--- src/rtl/spi_frame_pkg.sv ---
// spi_frame_pkg: shared types and doorbell frame field layout for the
// SPI capture block and the signal decoder.
package spi_frame_pkg;

   localparam int FRAME_BITS = 40;
   localparam int COUNT_W    = 6;
   localparam logic [COUNT_W-1:0] COUNT_MAX = '1;

   typedef enum logic [1:0] {
      IDLE  = 2'd0,
      SHIFT = 2'd1,
      CHECK = 2'd2
   } state_e;

   localparam int TONE0_LSB = 36;
   localparam int DUR0_LSB  = 32;
   localparam int TONE1_LSB = 28;
   localparam int DUR1_LSB  = 24;
   localparam int TONE2_LSB = 20;
   localparam int DUR2_LSB  = 16;
   localparam int TONE3_LSB = 12;
   localparam int DUR3_LSB  = 8;
   localparam int REP_LSB   = 0;
   localparam int NIB_W     = 4;
   localparam int REP_W     = 8;

   typedef struct packed {
      logic [NIB_W-1:0] tone0;
      logic [NIB_W-1:0] dur0;
      logic [NIB_W-1:0] tone1;
      logic [NIB_W-1:0] dur1;
      logic [NIB_W-1:0] tone2;
      logic [NIB_W-1:0] dur2;
      logic [NIB_W-1:0] tone3;
      logic [NIB_W-1:0] dur3;
      logic [REP_W-1:0] rep_threshold;
   } frame_fields_t;

   function automatic frame_fields_t unpack_frame(
      input logic [FRAME_BITS-1:0] f
   );
      return frame_fields_t'(f);
   endfunction

   function automatic logic [NIB_W-1:0] tone_of(
      input frame_fields_t f,
      input logic [1:0]    idx
   );
      logic [NIB_W-1:0] t;
      t = f.tone0;
      unique case (idx)
         2'd0: t = f.tone0;
         2'd1: t = f.tone1;
         2'd2: t = f.tone2;
         2'd3: t = f.tone3;
         default: t = f.tone0;
      endcase
      return t;
   endfunction

endpackage

--- src/rtl/sync_edge.sv ---
// sync_edge: multi-flop synchronizer with edge detect; edges are held off
// until the chain and its delayed copy carry real pin history after reset.
module sync_edge #(
   parameter int SYNC_STAGES = 2
) (
   input  logic clk,
   input  logic rst,
   input  logic d,
   output logic level,
   output logic rise,
   output logic fall
);

   logic [SYNC_STAGES-1:0] chain;
   logic                   dly;
   logic [SYNC_STAGES:0]   prime;
   logic                   armed;

   always_ff @(posedge clk or posedge rst) begin
      if (rst) begin
         chain <= '0;
         dly   <= 1'b0;
         prime <= '0;
      end else begin
         chain <= {chain[SYNC_STAGES-2:0], d};
         dly   <= chain[SYNC_STAGES-1];
         prime <= {prime[SYNC_STAGES-1:0], 1'b1};
      end
   end

   // a pin already high at reset release must not look like a rising edge
   assign armed = prime[SYNC_STAGES];
   assign level = chain[SYNC_STAGES-1];
   assign rise  = armed & level & ~dly;
   assign fall  = armed & ~level & dly;

endmodule

--- src/rtl/spi_frame_capture.sv ---
// spi_frame_capture: oversampled SPI mode-0 frame receiver with valid/ready
// delivery. SPI_FRAME_OVERWRITE_EN: newer good frame replaces a pending one.
module spi_frame_capture #(
   parameter int FRAME_BITS  = spi_frame_pkg::FRAME_BITS,
   parameter int SYNC_STAGES = 2
) (
   input  logic                  int_osc,
   input  logic                  reset,
   input  logic                  sck,
   input  logic                  sdi,
   input  logic                  ce,
   output logic [FRAME_BITS-1:0] frame,
   output logic                  frame_valid,
   input  logic                  frame_ready,
   output logic                  busy,
   output logic                  frame_error,
   output logic                  frame_drop
);

   import spi_frame_pkg::*;

   localparam logic [COUNT_W-1:0] FULL_COUNT = COUNT_W'(FRAME_BITS);

   state_e                state;
   state_e                state_nxt;
   logic [FRAME_BITS-1:0] shift_q;
   logic [COUNT_W-1:0]    count_q;

   logic sck_s, sck_rise, sck_fall;
   logic sdi_s, sdi_rise, sdi_fall;
   logic ce_s, ce_rise, ce_fall;
   logic unused_edges;

   logic len_ok;
   logic do_load;
   logic do_drop;
   logic do_error;
   logic consume;

   sync_edge #(.SYNC_STAGES(SYNC_STAGES)) u_sck (
      .clk   (int_osc),
      .rst   (reset),
      .d     (sck),
      .level (sck_s),
      .rise  (sck_rise),
      .fall  (sck_fall)
   );

   sync_edge #(.SYNC_STAGES(SYNC_STAGES)) u_sdi (
      .clk   (int_osc),
      .rst   (reset),
      .d     (sdi),
      .level (sdi_s),
      .rise  (sdi_rise),
      .fall  (sdi_fall)
   );

   sync_edge #(.SYNC_STAGES(SYNC_STAGES)) u_ce (
      .clk   (int_osc),
      .rst   (reset),
      .d     (ce),
      .level (ce_s),
      .rise  (ce_rise),
      .fall  (ce_fall)
   );

   assign unused_edges = ^{sdi_rise, sdi_fall, sck_fall, sck_s, ce_s};

   always_ff @(posedge int_osc or posedge reset) begin
      if (reset) state <= IDLE;
      else       state <= state_nxt;
   end

   always_comb begin
      state_nxt = state;
      unique case (state)
         IDLE:    if (ce_rise) state_nxt = SHIFT;
         SHIFT:   if (ce_fall) state_nxt = CHECK;
         CHECK:   state_nxt = IDLE;
         default: state_nxt = IDLE;
      endcase
   end

   always_comb begin
      busy     = (state == SHIFT);
      consume  = frame_valid & frame_ready;
      len_ok   = (count_q == FULL_COUNT);
      do_load  = 1'b0;
      do_drop  = 1'b0;
      do_error = 1'b0;
      if (state == CHECK) begin
         unique case (1'b1)
            !len_ok: do_error = 1'b1;
            len_ok && (!frame_valid || frame_ready): do_load = 1'b1;
            default: begin
               do_drop = 1'b1;
`ifdef SPI_FRAME_OVERWRITE_EN
               do_load = 1'b1;
`else
               do_load = 1'b0;
`endif
            end
         endcase
      end
   end

   always_ff @(posedge int_osc or posedge reset) begin
      if (reset) begin
         shift_q <= '0;
         count_q <= '0;
      end else if (state == IDLE && ce_rise) begin
         shift_q <= '0;
         count_q <= '0;
      end else if (state == SHIFT && sck_rise) begin
         shift_q <= {shift_q[FRAME_BITS-2:0], sdi_s};
         if (count_q != COUNT_MAX) count_q <= count_q + 1'b1;
      end
   end

   // a load in the same cycle as a consume keeps frame_valid high
   always_ff @(posedge int_osc or posedge reset) begin
      if (reset) begin
         frame       <= '0;
         frame_valid <= 1'b0;
         frame_error <= 1'b0;
         frame_drop  <= 1'b0;
      end else begin
         frame_error <= do_error;
         frame_drop  <= do_drop;
         if (do_load) begin
            frame       <= shift_q;
            frame_valid <= 1'b1;
         end else if (consume) begin
            frame_valid <= 1'b0;
         end
      end
   end

   a_err_drop_excl: assert property (
      @(posedge int_osc) disable iff (reset)
      !(frame_error && frame_drop)
   );

   a_frame_stable: assert property (
      @(posedge int_osc) disable iff (reset)
      !do_load |=> $stable(frame)
   );

endmodule

--- config.mk ---
export PLATFORM = sky130hd
export DESIGN_NAME = spi_frame_capture
export DESIGN_NICKNAME = d
export VERILOG_FILES = /design/src/rtl/spi_frame_pkg.sv /design/src/rtl/sync_edge.sv /design/src/rtl/spi_frame_capture.sv
export SDC_FILE = /design/constraint.sdc
export NUM_CORES = 1
export LEC_CHECK = 0
export BUFFER_PORTS_ARGS = -buffer_cell sky130_fd_sc_hd__buf_4
export CORE_MARGIN = 2
export CORE_UTILIZATION = 50
export CTS_CLUSTER_DIAMETER = 150
export CTS_CLUSTER_SIZE = 24
export DETAILED_ROUTE_END_ITERATION = 16
export GPL_ROUTABILITY_DRIVEN = 0
export GPL_TIMING_DRIVEN = 0
export MAX_ROUTING_LAYER = met4
export PLACE_DENSITY = 0.72
export SLEW_MARGIN = 15
export SYNTH_ARGS = -nofsm -noshare
export SYNTH_HDL_FRONTEND = slang
export SYNTH_HIERARCHICAL = 1
export SYNTH_SLANG_ARGS = --single-unit
--- constraint.sdc ---
create_clock -name int_osc -period 5.2 [get_ports int_osc]
set_input_delay 1.04 -clock int_osc [delete_from_list [all_inputs] [get_ports int_osc]]
set_output_delay 1.04 -clock int_osc [all_outputs]
set_load 0.02 [all_outputs]
After elaboration in Yosys (flattened, before gate mapping):

Index checks and enable logic that the tools add are counted.

* output and inout port bits: 44
* register bits: 105
* logic and storage cells: 60
* bits of input ports: 6

* bitwise operators: 10
* eq/ne operators: 6
* reductions and logical operators: 13
* $add $sub $neg: 1
* multiplexer cells: 16

Operators with widths (count)
* 2-to-1 mux 40 bit: 2
* 2-to-1 mux 6 bit: 3
* 2-to-1 mux 1 bit: 8
* AND 1 bit: 7
* adder 6 x 1 -> 6 bit, second input constant: 1
* == test 6 bit, second input constant: 1
* != test 6 bit, second input constant: 1
* nonzero test 2 bit: 3
* 2-to-1 mux 2 bit: 2
* case mux 2 bit (2 select lines): 1
* AND reduction 2 bit: 2
* logical AND 1 bit: 3
* inverter 1 bit: 3
* == test 2 x 1 -> 1 bit, second input constant: 1
* == test 2 bit, second input constant: 1
* zero test 1 bit: 2
* zero test 2 bit: 1
* != test 2 x 1 -> 1 bit, second input constant: 1
* != test 2 bit, second input constant: 1
* OR reduction 2 bit: 1
* logical OR 1 bit: 1

Depth between registers and ports, before layout:

* depth in word-level cells: 6
* depth in mapped cells: 6
* mapped depth without buffers: 5

Modules after synthesis:

The synthesis kept the hierarchy.

By module, submodules not included
* spi_frame_capture: times used 1, seq. area each 2277.2 um^2, area an instance 3791.1 um^2, cells an instance 295
* sync_edge: times used 3, seq. area each 150.1 um^2, area an instance 175.2 um^2, cells an instance 10

Worst setup path after synthesis:

No wires, ideal clock.

* kind: input-to-reg
* from: in frame_ready
* to: reg frame[0]
* library setup time: 0.125 ns
* setup slack: 3.053 ns
* arrival: 2.022 ns
* cell stages on the path: 4
* path buffers: 1
* cells stage by stage: or2b_2 and4bb_4 buf_12 mux2_4

* cells in the longest elaborated chain, start to end: 4

RTL lines
* start: declaration: line spi_frame_capture.sv:14 `input logic frame_ready,`
* logical OR 1 bit: line spi_frame_capture.sv:94 `len_ok && (!frame_valid || frame_ready): do_load = 1'b1;`
* logical AND 1 bit: line spi_frame_capture.sv:94
* 2-to-1 mux 1 bit: line spi_frame_capture.sv:92 `unique case (1'b1)`
* 2-to-1 mux 1 bit: line spi_frame_capture.sv:91 `if (state == CHECK) begin`
* end signal: assignment: line spi_frame_capture.sv:131 `frame <= shift_q;`
* end: declaration: line spi_frame_capture.sv:12 `output logic [FRAME_BITS-1:0] frame,`

No other way between the ends.
A chain may end at the register's enable or synchronous reset.

Worst setup path in the final report:

* from: reg state[1]
* to: out busy

* cells in the longest elaborated chain, start to end: 1

RTL lines
* start: declaration: line spi_frame_capture.sv:24 `state_e state;`
* start signal: assignment: line spi_frame_capture.sv:71 `else state <= state_nxt;`
* == test 2 x 1 -> 1 bit: line spi_frame_capture.sv:85 `busy = (state == SHIFT);`
* end: declaration: line spi_frame_capture.sv:15 `output logic busy,`

No other way between the ends.

==> flow_metrics.tcl <==
set metrics [dict create \
    synth_warnings 6 \
    timing.setup.tns_ns 0 \
    post_synth.cell_area_avg_um2 13.21 \
    rsz_0062_raised_after_global_routing "false" \
    clk_pin_slew_worst_paths_ns 0.09 \
    setup_violations 0 \
    final.setup_skew_ns 0.01310 \
    gr-usage-all-layers 0.1789 \
    crit_cells 3 \
    clock_tree.buffer_depth 2 \
    die-width_um 95.51 \
    leakage_nw 2.442 \
    drt.antenna.violating_nets 0 \
    hold_viol 0 \
    worstPathRequired_ns 4.16 \
    ctsRootBufferMaster "sky130_fd_sc_hd__clkbuf_8" \
    top_level_ports 50 \
    crit_chain "nand2b_1 -> inv_1 -> buf_4" \
    final_critical_path_setup_slack_ns 2.989 \
    post_cts_buffers 0 \
    wl_per_cell_um 15.05 \
    final-max-slew-violation-count 0 \
    max_slew_margin 0.5840 \
    overflow 0 \
    drv_cap 0 \
    detailroute.via_count 2521 \
    min-delay-path-class "reg -> reg" \
    firstDrtPassIters 4 \
    synth_nets 325 \
    tritoncts.num_buffers 9 \
    setup.worst_path.end_class "primary output" \
    vdd_drop_max_uv 162.6 \
    path_buf_inv 2 \
    detail_route.wirelength_mm 7.328 \
    powerDensity_nw_per_um2 319.8 \
    floorplan.initialDensity 0.5121 \
    clock_sinks 105 \
    placeable_core_area_um2 8175 \
    port-buffer-count 49 \
    area_growth_syn_to_layout_pct 18.98 \
    worst_path_max_delay_cell "sky130_fd_sc_hd__dfrtp_1" \
    timing.critical_path.arrival_ns 1.17 \
    cp_top_family "flip-flops" \
    fillers 650 \
    post-place-ws_ns 2.883 \
    hold_path_depth 0 \
    grt_antenna_before_repair 0 \
    worstRegToRegCells 4 \
    vias_per_cell 5.177 \
    syn_area_um2 4187 \
    grt_max_degree 56 \
    die_h_um 95.51 \
    tritoncts_clock_tree "done" \
    nets 386 \
    netlist_instances 317 \
    grt_first_pass_wirelength_mm 12.21 \
    layout_worst_path_cycle_share 0.4253 \
    cp-start-kind "flip-flop" \
    worst-slew-pin-transition_ns 0.6213 \
    min_period_ns 2.211 \
    h-tree-depth 3 \
    path_max_fanout 6 \
    timing.fmax_ghz 0.4522 \
    row_count 33 \
    antenna-diode-count 0 \
    cts_resized 0 \
    drive_gt1_frac 0.3168 \
    post-route-drc-count 0 \
    drt_iter0_markers 110 \
    ctsHoldBuffers 0 \
    max_stage_delay_ns 0.44 \
    clock_latency_ns 0.35 \
    critical_path_class "reg -> out" \
    outcome "finished, final reports clean" \
    die_area_um2 9121 \
    detailedPlacementHpwl_mm 4.912 \
    grt_pass1_vias 2544 \
]
worst paths after layout:
check                                     from             end  slack [ns]
min in group asynchronous                reset  u_sdi/chain[0]        0.57
worst min-delay path            u_sck/prime[1]  u_sck/prime[2]        0.35
worst max register to register      count_q[2]        frame[1]        3.44
max in group asynchronous                reset     shift_q[23]        3.83
worst min register to register  u_sck/prime[1]  u_sck/prime[2]        0.35
worst max-delay path                  state[1]            busy        2.99
state kept, by name, indices dropped and copies added (netlist names):
name	count
u_ce/chain	2
u_sck/prime	3
u_sdi/chain	2
shift_q	40
frame_valid	1
count_q	6
u_sck/chain	2
u_ce/prime	3
frame_error	1
u_ce/dly	1
state	2
frame	40
frame_drop	1
u_sck/dly	1
per-stage QoR:
stage | instances | util | hold slack (ns) | area [um^2] | power [W]
6_report | 487 | 0.6093 | 0.3513 | 4981 | 0.001593
3_5_place_dp | 472 | 0.5768 | 0.3381 | 4716 | 0.0009734
3_3_place_gp | 471 | 0.5732 | 0.3319 | 4686 | 0.0009625
5_1_grt | 487 | 0.6093 | 0.3663 | 4981 | 0.001659
2_1_floorplan | 317 | - | 0.3312 | 4187 | 0.0009369
4_1_cts | 487 | 0.6093 | 0.3573 | 4981 | 0.001611
report_power, final:
part | switching (W) | total (W) | internal [W]
sequential | 0.0000182 | 0.000855 | 0.000837
combinational | 0.0000654 | 0.000101 | 0.0000355
clock | 0.000259 | 0.000638 | 0.000379
total | 0.000342 | 0.00159 | 0.00125
cell usage in the layout (no fill, tap or decap), drive strengths merged, types with 2 or more instances in the layout:
master	count
nand2	67
nand3	2
ha	2
a22o	9
bufinv	4
dfrtp	105
buf	59
nand2b	2
and4bb	2
mux2i	3
and2	2
clkbuf	16
inv	9
o21ai	3
and3b	4
nand4	2
mux2	41
conb	2
nor3	2
a21oi	33
or3b	2
nor2	3
layer usage:
metal	GRT usage	wire (um)
met5	-	0
met4	0.05476	35
met2	0.2840	3653
met1	0.2331	3433
met3	0.03794	205
area by class of cell:
| cell class | count | area (um^2) | area share |
|---|---|---|---|
| timing repair buffer | 50 | 395.4 | 0.07938 |
| buffer | 15 | 127.6 | 0.02562 |
| inverter | 9 | 36.28 | 0.007285 |
| clock inverter | 5 | 127.6 | 0.02562 |
| tap | 105 | 131.4 | 0.02638 |
| clock buffer | 10 | 137.6 | 0.02763 |
| sequential | 105 | 2628 | 0.5275 |
| multi-input combinational | 188 | 1398 | 0.2806 |
Note: power is estimated with default switching activity, not from simulation.
